--- src/rtl/icache_refill.sv ---
// Line-refill engine: fetches one 16-byte line over a byte-wide read handshake and presents it as a 128-bit entry.
// Optional read timeout is enabled by defining ICACHE_REFILL_TIMEOUT_EN.
module icache_refill #(
  parameter int TIMEOUT_CYCLES = 255
) (
  input  logic         wb_clk_i,
  input  logic         rst_n,
  input  logic         refill_req,
  input  logic [27:0]  refill_PC,
  input  logic         invalidate,
  output logic [27:0]  mem_addr,
  output logic         mem_rd,
  input  logic [7:0]   mem_data,
  input  logic         mem_ready,
  output logic         busy,
  output logic [127:0] new_entry,
  output logic         entry_valid,
  output logic         refill_err,
  output logic [1:0]   o_dbg_state
);

  // Handshake: a byte transfers on every rising edge where mem_rd and mem_ready
  // are both high; mem_rd and mem_addr stay stable until that edge.

  if (TIMEOUT_CYCLES < 1 || TIMEOUT_CYCLES > 255) begin : g_bad_timeout
    $error("icache_refill: TIMEOUT_CYCLES must be in 1..255");
  end

  typedef enum logic [1:0] {
    S_IDLE = 2'd0,
    S_READ = 2'd1,
    S_DONE = 2'd2
  } state_t;

  state_t         r_state;
  state_t         w_state_nxt;
  logic [3:0]     r_idx;
  logic [3:0]     w_idx_nxt;
  logic [23:0]    r_line_no;
  logic [23:0]    w_line_no_nxt;
  logic           w_accept;
  logic           w_timeout;
  logic           w_err_nxt;
  logic [27:0]    w_addr_nxt;

  logic [27:0]    r_mem_addr;
  logic           r_mem_rd;
  logic           r_busy;
  logic [127:0]   r_line;
  logic           r_entry_valid;
  logic           r_err;

  logic           w_unused_pc_lsb;
  assign w_unused_pc_lsb = ^refill_PC[3:0];

`ifdef ICACHE_REFILL_TIMEOUT_EN
  logic [7:0] r_wait;
  logic [7:0] w_wait_inc;

  assign w_wait_inc = r_wait + 8'd1;
  assign w_timeout  = (r_state == S_READ) && !mem_ready &&
                      (w_wait_inc == 8'(TIMEOUT_CYCLES));

  // Counts consecutive stalled READ cycles; zero outside READ so entry starts clean.
  always_ff @(posedge wb_clk_i) begin
    if (!rst_n) begin
      r_wait <= 8'd0;
    end else if (r_state != S_READ || mem_ready) begin
      r_wait <= 8'd0;
    end else begin
      r_wait <= w_wait_inc;
    end
  end
`else
  assign w_timeout = 1'b0;
`endif

  always_comb begin
    w_state_nxt   = r_state;
    w_idx_nxt     = r_idx;
    w_line_no_nxt = r_line_no;
    w_accept      = 1'b0;
    w_err_nxt     = 1'b0;
    case (r_state)
      S_IDLE: begin
        if (refill_req && !invalidate) begin
          w_state_nxt   = S_READ;
          w_line_no_nxt = refill_PC[27:4];
          w_idx_nxt     = 4'd0;
        end
      end
      S_READ: begin
        if (invalidate) begin
          w_state_nxt = S_IDLE;
        end else if (mem_ready) begin
          w_accept = 1'b1;
          if (r_idx == 4'hF) begin
            w_state_nxt = S_DONE;
          end else begin
            w_idx_nxt = r_idx + 4'd1;
          end
        end else if (w_timeout) begin
          w_state_nxt = S_IDLE;
          w_err_nxt   = 1'b1;
        end
      end
      S_DONE: begin
        w_state_nxt = S_IDLE;
      end
      default: begin
        w_state_nxt = S_IDLE;
      end
    endcase
  end

  // Base is line-aligned, so adding idx never carries out of the low nibble.
  assign w_addr_nxt = {w_line_no_nxt, 4'h0} + {24'd0, w_idx_nxt};

  always_ff @(posedge wb_clk_i) begin
    if (!rst_n) begin
      r_state       <= S_IDLE;
      r_idx         <= 4'd0;
      r_line_no     <= 24'd0;
      r_mem_addr    <= 28'd0;
      r_mem_rd      <= 1'b0;
      r_busy        <= 1'b0;
      r_line        <= 128'd0;
      r_entry_valid <= 1'b0;
      r_err         <= 1'b0;
    end else begin
      r_state       <= w_state_nxt;
      r_idx         <= w_idx_nxt;
      r_line_no     <= w_line_no_nxt;
      r_mem_rd      <= (w_state_nxt == S_READ);
      r_busy        <= (w_state_nxt != S_IDLE);
      r_entry_valid <= (w_state_nxt == S_DONE);
      r_err         <= w_err_nxt;
      if (w_state_nxt == S_READ) begin
        r_mem_addr <= w_addr_nxt;
      end
      if (w_accept) begin
        r_line[{r_idx, 3'b000} +: 8] <= mem_data;
      end
    end
  end

  assign mem_addr    = r_mem_addr;
  assign mem_rd      = r_mem_rd;
  assign busy        = r_busy;
  assign new_entry   = r_line;
  // An invalidate arriving in the DONE cycle must still cancel the strobe.
  assign entry_valid = r_entry_valid && !invalidate;
  assign refill_err  = r_err;
  assign o_dbg_state = r_state;

endmodule
--- config.mk ---
export PLATFORM = sky130hd
export DESIGN_NAME = icache_refill
export DESIGN_NICKNAME = d
export VERILOG_FILES = /design/src/rtl/icache_refill.sv
export SDC_FILE = /design/constraint.sdc
export NUM_CORES = 1
export LEC_CHECK = 0
export ABC_AREA = 0
export CAP_MARGIN = 40
export CORE_ASPECT_RATIO = 0.5
export CORE_MARGIN = 4
export CORE_UTILIZATION = 35
export DETAILED_ROUTE_END_ITERATION = 16
export GPL_TIMING_DRIVEN = 1
export HOLD_SLACK_MARGIN = 0.1
export PLACE_DENSITY = 0.62
export SLEW_MARGIN = 40
export SYNTH_ARGS = -nofsm -noshare
export SYNTH_HDL_FRONTEND = slang
export SYNTH_SLANG_ARGS = --single-unit
--- constraint.sdc ---
create_clock -name wb_clk_i -period 4.4 [get_ports wb_clk_i]
set_clock_uncertainty 0.15 [all_clocks]
set_input_delay 1.32 -clock wb_clk_i [delete_from_list [all_inputs] [get_ports wb_clk_i]]
set_output_delay 1.32 -clock wb_clk_i [all_outputs]
set_load 0.005 [all_outputs]
==> flow_summary.json, run 1 <==
{
  "syn_nets": 745,
  "clk_path_buf_depth": 2,
  "drive_above_1_share": 0.0682,
  "grt_max_degree": 77,
  "grt_pass1_wl_um": 29800,
  "io_buffers": 197,
  "tritoncts": "done",
  "die_h_um": 109,
  "syn2layout_area_growth_pct": 38.4,
  "cts-buffers-inserted": 17,
  "netlist_area_um2": 7210,
  "antenna_left": 0,
  "relSlewSlack": 0.565,
  "cts.clk_slew.worst_paths_ns": 0.07,
  "use_met2": 0.277,
  "setup_violations": 0,
  "grt-busiest-layer": "met2",
  "die_w_um": 211,
  "top_level_ports": 203,
  "ys_seq_area_frac": 0.525,
  "start_util": 0.364,
  "critPathArrivalTime_ns": 2.44,
  "post_cts_buffers": 0,
  "end_kind": "output pin",
  "ctsResizeCount": 0,
  "min_path_type": "register to register",
  "synth_top_area_frac": 0.525,
  "synth_commonest_cells": "dfxtp_1, nand2_1, mux2i_1",
  "tightestPinTransition_ns": 0.652,
  "async_flop_share": 0,
  "fin_setup_tns_ns": 0,
  "drt-pass1-iter-count": 4,
  "vias_per_cell": 4.68,
  "cp_max_fo": 5,
  "yosysMostFrequentCell": "dfxtp_1",
  "grt_pass1_vias": 5357,
  "clkLatencyLatePin_ns": 0.43,
  "drv_cap": 0,
  "peakVddDrop_uv": 280,
  "hold_viol": 0,
  "vias": 5423,
  "synth-main-ff-cell": "dfxtp_1",
  "worstSetupStartpointType": "primary input",
  "nets": 926,
  "power.density_nw_per_um2": 351,
  "cts_hold_buffers": 0,
  "leakage_uw": 0.00425,
  "ys_types": 40,
  "synth_mux_area_frac": 0.217,
  "wl_per_cell_um": 16.6,
  "drc": 0,
  "wirelength_um": 19200,
  "synth_top_cell_by_area": "dfxtp_1",
  "synth_area_leaders": "dfxtp_1, mux2i_1, nand2_1",
  "yosys_warnings": 0,
  "rsz0062_at_grt": "false",
  "synth-simple-area-share": 0.166,
  "initialDrtViolationCount": 285,
  "synth-edff-count": 0,
  "hpwl_um": 13800,
  "outcome": "finished clean",
  "fp.dieArea_um2": 23100,
  "std_cell_rows": 36,
  "antenna_found_initial": 0,
  "synth_top_family_by_area": "multiplexers",
  "crit_required_ns": 2.93,
  "use_met3": 0.0448,
  "finalCritPeriodShare": 0.889,
  "synth-xor-area-share": 0.00121,
  "clock-root-buffer": "clkbuf_16",
  "synth_seq_cells": 189,
  "gp_congestion": 0.778,
  "path_class": "primary input to output pin",
  "coreArea_um2": 19800,
  "fmax_mhz": 256,
  "gr-usage-met1": 0.206,
  "hold_slack_ns": 0.310,
  "antennaDiodeCount": 0,
  "gr-total-overflow": 0,
  "period_minus_slack_ns": 3.91,
  "synth_compound_area_frac": 0.0524,
  "yosys.area_share.adder": 0.00694,
  "grt_usage": 0.165,
  "cts.sinks": 189,
  "slew_viol_final": 0,
  "h-tree-depth": 4,
  "synth_cells": 700,
  "syn_area_per_cell_um2": 10.3
}
-- state kept, by name, indices dropped and copies added, names as in the netlist --
signal and count:
r_line_no 24, mem_addr 28, o_dbg_state 2, new_entry 128, busy 1, mem_rd 1
r_entry_valid 1, r_idx 4
-- path summary, 6_finish.rpt --
check | startpoint | to | slack (ns) | cells past startpoint
hold reg to reg | new_entry[110] | new_entry[110] | 0.31 | 2
hold / removal | new_entry[110] | new_entry[110] | 0.31 | 2
setup / recovery | invalidate | entry_valid | 0.49 | 3
setup reg to reg | r_idx[0] | new_entry[66] | 1.63 | 6
-- area by class of cell --
cell class              instances  area, µm²
fillers                      1843       9840
flip-flops and latches        189       3780
multi-input cells             462       3210
repair buffers                206       2040
clock buffers                  17        425
well taps                     266        333
clock inverters                15        169
inverters                       5       18.8
-- cells by family (layout without fill, tap and decap cells) --
kind of cell               after synthesis  count (layout)
other                                    1               1
xor gates and xnor gates                 1               1
adders and majority gates                4               4
AOI/OAI and AO/OA                       40              40
DFF                                    189             189
buffers and inverters                   49             243
and+or+nand+nor                        260             260
muxes                                  156             156
-- critical path, stage by stage --
cell,delay [ns]
clkdlybuf4s50_1,0.48
nor2b_1,0.13
clkdlybuf4s50_1,0.51
-- metrics by stage --
stage          std cells  power (µW)  setup slack, ns   util  instance area [µm²]
4_1_cts             1160        3550            0.479  0.503                 9980
2_1_floorplan        700        1890             1.50      -                 7210
3_3_place_gp        1128        1990            0.472  0.473                 9380
6_report            1160        3510            0.488  0.503                 9980
3_5_place_dp        1128        2000            0.480  0.473                 9380
5_1_grt             1160        3640            0.381  0.503                 9980
-- where the power goes --
part	switching, µW	leakage [µW]	total [µW]	internal (µW)
logic	101	0.00243	202	101
clock network	738	0.000290	1550	813
registers	13.4	0.00153	1750	1740
-- layer usage --
layer  wire, µm  up-vias  part of all wire
li1           -     2711                 -
met1       8750     2593              0.46
met2       9320      101              0.48
met3        784       18             0.041
met4        361        0             0.019
met5          0        -                 0
-- layout by cell type, fill, tap and decap left out, types with 4 or more instances in the layout --
master,synthesis,routed
buf_4,6,9
nor2_2,4,4
ha_1,4,4
o211a_1,24,24
nand2b_1,8,8
inv_1,5,5
nand2_1,187,187
mux2i_1,156,156
inv_6,0,5
inv_8,0,4
nor2_1,8,8
dfxtp_1,189,189
clkbuf_16,0,17
nor2b_1,31,31
o21ai_0,4,4
clkdlybuf4s50_1,0,196
and3_1,4,4
(Power assumes the default switching activity.)
==> run 2: changes to the inputs <==
--- a/config.mk
+++ b/config.mk
@@ -12,9 +12,10 @@
 export CORE_UTILIZATION = 35
 export DETAILED_ROUTE_END_ITERATION = 16
 export GPL_TIMING_DRIVEN = 1
-export HOLD_SLACK_MARGIN = 0.1
+export HOLD_SLACK_MARGIN = 0.08
 export PLACE_DENSITY = 0.62
 export SLEW_MARGIN = 40
 export SYNTH_ARGS = -nofsm -noshare
 export SYNTH_HDL_FRONTEND = slang
 export SYNTH_SLANG_ARGS = --single-unit
+export TNS_END_PERCENT = 50
==> results of run 2 <==
Final layout, timing and power as in run 1 (identical DEF).
